## src/rtl/ram_arbiter.sv

```systemverilog
// Shares one registered-read RAM port among NUM_CORES requesters, one transaction per four cycles.
// Round-robin by default; define ARB_FIXED_PRIORITY_EN for lowest-index-wins selection.
module ram_arbiter #(
   parameter int unsigned NUM_CORES  = 4,
   parameter int unsigned DATA_WIDTH = 12,
   parameter int unsigned DEPTH      = 256,
   localparam int unsigned ADDR_WIDTH = $clog2(DEPTH)
) (
   input  logic                             clk,
   input  logic                             rst,
   input  logic [NUM_CORES-1:0]             core_req,
   input  logic [NUM_CORES-1:0]             core_wrEn,
   input  logic [NUM_CORES*ADDR_WIDTH-1:0]  core_address,
   input  logic [NUM_CORES*DATA_WIDTH-1:0]  core_dataIn,
   output logic [NUM_CORES-1:0]             core_done,
   output logic [DATA_WIDTH-1:0]            core_dataOut,
   output logic                             busy,
   output logic                             mem_wrEn,
   output logic [ADDR_WIDTH-1:0]            mem_address,
   output logic [DATA_WIDTH-1:0]            mem_dataIn,
   input  logic [DATA_WIDTH-1:0]            mem_dataOut
);

   localparam int unsigned IDX_W = (NUM_CORES > 1) ? $clog2(NUM_CORES) : 1;

   typedef enum logic [1:0] {
      IDLE    = 2'd0,
      ISSUE   = 2'd1,
      CAPTURE = 2'd2,
      DONE    = 2'd3
   } state_e;

   state_e                  state_q;
   logic [IDX_W-1:0]        grant_q;
   logic [IDX_W-1:0]        grant_d;
   logic                    grant_vld_d;
   logic                    busy_q;
   logic [NUM_CORES-1:0]    done_q;
   logic [NUM_CORES-1:0]    done_d;
   logic                    mem_we_q;
   logic [ADDR_WIDTH-1:0]   mem_addr_q;
   logic [DATA_WIDTH-1:0]   mem_wdata_q;
   logic [DATA_WIDTH-1:0]   rdata_q;
   logic                    sel_wr_d;
   logic [ADDR_WIDTH-1:0]   sel_addr_d;
   logic [DATA_WIDTH-1:0]   sel_data_d;

`ifdef ARB_FIXED_PRIORITY_EN
   // Lowest requesting index wins; no rotation state.
   always_comb begin
      grant_d     = '0;
      grant_vld_d = 1'b0;
      for (int unsigned i = 0; i < NUM_CORES; i++) begin
         if (!grant_vld_d && core_req[IDX_W'(i)]) begin
            grant_d     = IDX_W'(i);
            grant_vld_d = 1'b1;
         end
      end
   end
`else
   logic [IDX_W-1:0] rr_ptr_q;
   logic [IDX_W-1:0] rr_ptr_d;

   // Core index reached by stepping ofs places from ptr, wrapping at NUM_CORES.
   function automatic logic [IDX_W-1:0] rr_idx(input logic [IDX_W-1:0] ptr,
                                               input int unsigned      ofs);
      int unsigned k;
      k = 32'(ptr) + ofs;
      if (k >= NUM_CORES) k = k - NUM_CORES;
      return IDX_W'(k);
   endfunction

   // First requester at or after rr_ptr wins.
   always_comb begin
      grant_d     = '0;
      grant_vld_d = 1'b0;
      for (int unsigned ofs = 0; ofs < NUM_CORES; ofs++) begin
         if (!grant_vld_d && core_req[rr_idx(rr_ptr_q, ofs)]) begin
            grant_d     = rr_idx(rr_ptr_q, ofs);
            grant_vld_d = 1'b1;
         end
      end
      rr_ptr_d = (grant_d == IDX_W'(NUM_CORES - 1)) ? '0 : grant_d + 1'b1;
   end

   always_ff @(posedge clk) begin
      if (rst) begin
         rr_ptr_q <= '0;
      end else if (state_q == IDLE && grant_vld_d) begin
         rr_ptr_q <= rr_ptr_d;
      end
   end
`endif

   // Route the winning core's command fields.
   always_comb begin
      sel_wr_d   = 1'b0;
      sel_addr_d = '0;
      sel_data_d = '0;
      for (int unsigned i = 0; i < NUM_CORES; i++) begin
         if (grant_d == IDX_W'(i)) begin
            sel_wr_d   = core_wrEn[i];
            sel_addr_d = core_address[i*ADDR_WIDTH +: ADDR_WIDTH];
            sel_data_d = core_dataIn[i*DATA_WIDTH +: DATA_WIDTH];
         end
      end
   end

   always_comb begin
      done_d = '0;
      for (int unsigned i = 0; i < NUM_CORES; i++) begin
         done_d[i] = (grant_q == IDX_W'(i));
      end
   end

   // Transaction sequencer; every output is registered on the edge entering its state.
   always_ff @(posedge clk) begin
      if (rst) begin
         state_q     <= IDLE;
         grant_q     <= '0;
         busy_q      <= 1'b0;
         done_q      <= '0;
         mem_we_q    <= 1'b0;
         mem_addr_q  <= '0;
         mem_wdata_q <= '0;
         rdata_q     <= '0;
      end else begin
         mem_we_q <= 1'b0;
         done_q   <= '0;
         case (state_q)
            IDLE: begin
               if (grant_vld_d) begin
                  state_q     <= ISSUE;
                  grant_q     <= grant_d;
                  busy_q      <= 1'b1;
                  mem_we_q    <= sel_wr_d;
                  mem_addr_q  <= sel_addr_d;
                  mem_wdata_q <= sel_data_d;
               end
            end
            ISSUE: begin
               state_q <= CAPTURE;
            end
            CAPTURE: begin
               // Write-first RAM: a write returns the new word here too.
               state_q <= DONE;
               rdata_q <= mem_dataOut;
               done_q  <= done_d;
            end
            DONE: begin
               state_q <= IDLE;
               busy_q  <= 1'b0;
            end
            default: begin
               state_q <= IDLE;
               busy_q  <= 1'b0;
            end
         endcase
      end
   end

   assign core_done    = done_q;
   assign core_dataOut = rdata_q;
   assign busy         = busy_q;
   assign mem_wrEn     = mem_we_q;
   assign mem_address  = mem_addr_q;
   assign mem_dataIn   = mem_wdata_q;

endmodule
```

## config.mk

```make
export PLATFORM = sky130hd
export DESIGN_NAME = ram_arbiter
export DESIGN_NICKNAME = d
export VERILOG_FILES = /design/src/rtl/ram_arbiter.sv
export SDC_FILE = /design/constraint.sdc
export NUM_CORES = 1
export LEC_CHECK = 0
export CELL_PAD_IN_SITES_DETAIL_PLACEMENT = 0
export CELL_PAD_IN_SITES_GLOBAL_PLACEMENT = 1
export CORE_MARGIN = 5
export CORE_UTILIZATION = 25
export CTS_CLUSTER_DIAMETER = 40
export DETAILED_ROUTE_END_ITERATION = 7
export GPL_TIMING_DRIVEN = 0
export PLACE_DENSITY_LB_ADDON = 0.2
export SLEW_MARGIN = 10
export SYNTH_ARGS = -nofsm -noshare
export SYNTH_HDL_FRONTEND = slang
export SYNTH_SLANG_ARGS = --single-unit
export TNS_END_PERCENT = 50
```

## constraint.sdc

```tcl
create_clock -name clk -period 3.6 [get_ports clk]
set_clock_uncertainty 0.1 [all_clocks]
set_input_delay 1.08 -clock clk [delete_from_list [all_inputs] [get_ports clk]]
set_output_delay 1.08 -clock clk [all_outputs]
set_load 0.03 [all_outputs]
```

==> run_results.csv, run 1 <==
group,metric,value,unit
synthesis,synth_edf_count,0,
sta,hold_viol_final,0,
synthesis,ys_types,31,
floorplanning,dieWidth,107.4,um
drt,drc,0,
clocking,ctsHoldBuffers,0,
clocking,root_buffer,"clkbuf_8",
synthesis,synth_top_cell_area_share,37.11,%
grt,grt_max_degree,15,
grt,antenna_found_initial,0,
floorplanning,die-area,0.01154,sq mm
sta,maxSlewHeadroom,64.20,%
worst_setup_path,crit_chain,"dlymetal6s2s_1 > or4_4 > and3_1 > ha_1 > buf_2 > a21oi_1 > o21ai_0 > a221oi_1 > nor3_1",
worst_setup_path,crit_path_top_delay_cell,"or4_4",
drt,drt_wl_total,8.413,mm
placement,placed_cells,587,
power,vdd_ir_drop_max,0.0002745,V
power,p_per_area,730.7,mW/mm^2
grt,grt_pass1_wl,13.38,mm
power,leakage,1.677,nW
synthesis,yosys_warnings,0,
sta,tns,0,ps
synthesis,syn-instance-count,319,
final_layout,drive_gt1_share,8.529,%
synthesis,syn_area,0.002374,sq mm
synthesis,muxShareOfSynthArea,5.061,%
worst_setup_path,start_kind,"input pin",
clocking,htree_levels,2,
synthesis,ys_top_cells_by_area,"dfxtp_1 37%, a21oi_1 9.7%, a221oi_1 7.4%, nor2_1 5.9%, mux2i_1 5.1%",
placement,post-place-ws,-619.2,ps
synthesis,synth-seq-cells,44,
sta,final.min_clock_period,3190,ps
floorplanning,num_rows,35,
clocking,clockBufferDepth,2,
grt,grt_overflow,0,
clocking,cts.sinks,44,
placement,dpl_cell_area,0.003926,sq mm
worst_setup_path,crit_end,"mem_address[5]",
sta,worst_slack,410.2,ps
worst_setup_path,r2r_end,"mem_address[5]",
worst_setup_path,crit_required,3670,ps
drt,drtIter0Drc,82,
final_layout,diodes,0,
clocking,cts_tree,"done",
worst_setup_path,max_stage_delay,580,ps
final_layout,final_area,0.004155,sq mm
placement,place_congestion,0.7637,
worst_setup_path,crit_fanout,10,
sta,rsz0062_at_grt,"no",
clocking,path_clk_slew,80,ps
grt,met3_usage,2.699,%
sta,setup_viol,0,
synthesis,synth_top_family_by_area,"compound AO/OA/AOI/OAI gates",
drt,wl_per_cell,14.07,um
worst_setup_path,r2r-start,"rr_ptr_q[1]",
final_layout,fin_nets,578,
sta,maxSlewViolCount,0,
grt,grt_busiest_layer,"met2",
final_layout,fin_cells,598,
power,power,3.036,mW
grt,first_global_vias,2657,
final_layout,fin_util,44.97,%
synthesis,synth_ff_type,"dfxtp_1",
drt,ant_nets,0,
drt,dr.pass1.iters,4,
final_layout,syn2layout_area_growth,75.07,%
job,cap_violations,0,
synthesis,ys_seq_area_share,37.11,%
worst_setup_path,regToRegSetupSlack,910,ps
hold_path,hold_path.class,"register to register",
synthesis,yosysTopAreaCell,"dfxtp_1",
worst_setup_path,rr_worst_depth,11,
floorplanning,io_pins,140,
worst_setup_path,critPathLaunch,"core_req[1]",
grt,grt_usage,14.35,%
sta,worstMarginPinSlew,532.1,ps
floorplanning,fp.coreArea,0.009240,sq mm
synthesis,synth_simple_gate_area_share,20.08,%
floorplanning,start_util,25.69,%
worst_setup_path,worst-setup-path-type,"input pin to register",
drt,vias,2661,
synthesis,synth_compound_area_share,24.35,%
grt,use_met2,22.79,%
floorplanning,fp.dieH,107.4,um
clocking,cts_buffers,5,
status,status,"finished, final reports clean",
drt,viasPerCell,4.450,
sta,fmax,0.3135,GHz
synthesis,synth_xor_area_share,0,%
placement,dp_hpwl,6.791,mm
sta,fin_crit_sh,88.61,%
clocking,clock_latency,300,ps
grt,met1_usage,20.03,%
placement,port_buffers,139,
worst_setup_path,cp.arrival,3260,ps
hold_path,hold-path-cell-count,1,
synthesis,synthAdderAreaFrac,4.217,%
synthesis,syn_area_per_cell,7.441,sq um
synthesis,async_flop_share,0,%
worst_setup_path,endpoint_kind,"register",
synthesis,synth_nets,429,
sta,final.hold.worst_slack,376.1,ps
-- worst min path at each step --
stage	startpoint	to
floorplan	grant_q[0]	core_done[2]
global placement	grant_q[0]	core_done[2]
detailed placement	grant_q[0]	core_done[2]
CTS	grant_q[0]	core_done[2]
global route	grant_q[0]	core_done[2]
finish	grant_q[0]	core_done[2]
-- power by group --
group | internal (mW) | leakage, nW | switching, mW
combinational | 0.799 | 1.25 | 1.09
sequential | 0.651 | 0.362 | 0.0998
clock | 0.227 | 0.0614 | 0.170
total | 1.68 | 1.68 | 1.36
-- flip-flops by register name (all words and copies together) (netlist names) --
register / count
core_dataOut: 12
mem_wrEn: 1
mem_dataIn: 12
mem_address: 8
grant_q: 2
state_q: 2
rr_ptr_q: 2
busy: 1
core_done: 4
-- logic make-up (layout without fill, tap and decap cells) --
logic type / count (synthesis) / in the layout
AOI/OAI and AO/OA: 96 / 96
adders and majority gates: 8 / 8
buffers and inverters: 53 / 203
DFF: 44 / 44
muxes: 12 / 12
and+or+nand+nor: 106 / 106
-- timing repair --
item	4_1_cts	5_1_grt
hold endpoints to repair	0	0
setup buffers	0	3
gates resized for setup	8	29
setup endpoints to repair	21	21
pin swaps	0	2
-- critical path, delay by kind of cell --
family	cells	cell delay, ps
compound gates	3	620
buf+inv	2	380
fa+ha+maj	1	280
simple gates	3	890
-- layout make-up --
cell class | count | area, sq um
multi-input combinational | 222 | 1333
tap | 129 | 161.4
timing repair buffer | 142 | 1424
fill | 981 | 5085
inverter | 26 | 97.59
sequential | 44 | 880.8
buffer | 27 | 137.6
clock inverter | 2 | 38.79
clock buffer | 6 | 82.58
-- per-layer routing --
metal	vias to the layer above	part of all wire (%)	wire, um
met5	-	0	0
met4	0	1.1	93
met3	7	6.3	526
met2	91	46	3907
met1	1162	46	3886
li1	1401	-	-
-- cell usage in the layout (no fill, tap or decap), types with 3 or more instances in the layout --
cell             count
a221oi_1            15
a221oi_2             5
nand3_1              3
a21oi_1             46
clkbuf_8             6
dlymetal6s2s_1       4
clkdlybuf4s50_1    135
ha_1                 8
buf_4                6
clkbuf_2             9
buf_2                5
nand2_1             32
and3_1               3
inv_1               26
buf_1                3
o21ai_0             23
nor3_1              21
dfxtp_1             44
nor2b_1              3
nor2_1              37
mux2i_1             12
clkbuf_1             6
-- synth_stat cells (all sizes together) (3+ instances only) --
cell and count:
ha 8, dfxtp 44, o21ai 23, a221oi 20, mux2i 12, nor2b 4, nor2 37, and3 4
a21oi 46, nor3 21, buf 9, nand2 32, inv 26, clkbuf 18, nand3 3
Note: power is estimated with default switching activity, not from simulation.
==> run 2, diff against run 1 <==
Settings changed: SKIP_LAST_GASP set to 1.
==> results of run 2 <==
Same layout as run 1: the final DEF is identical, and so are final timing and power.
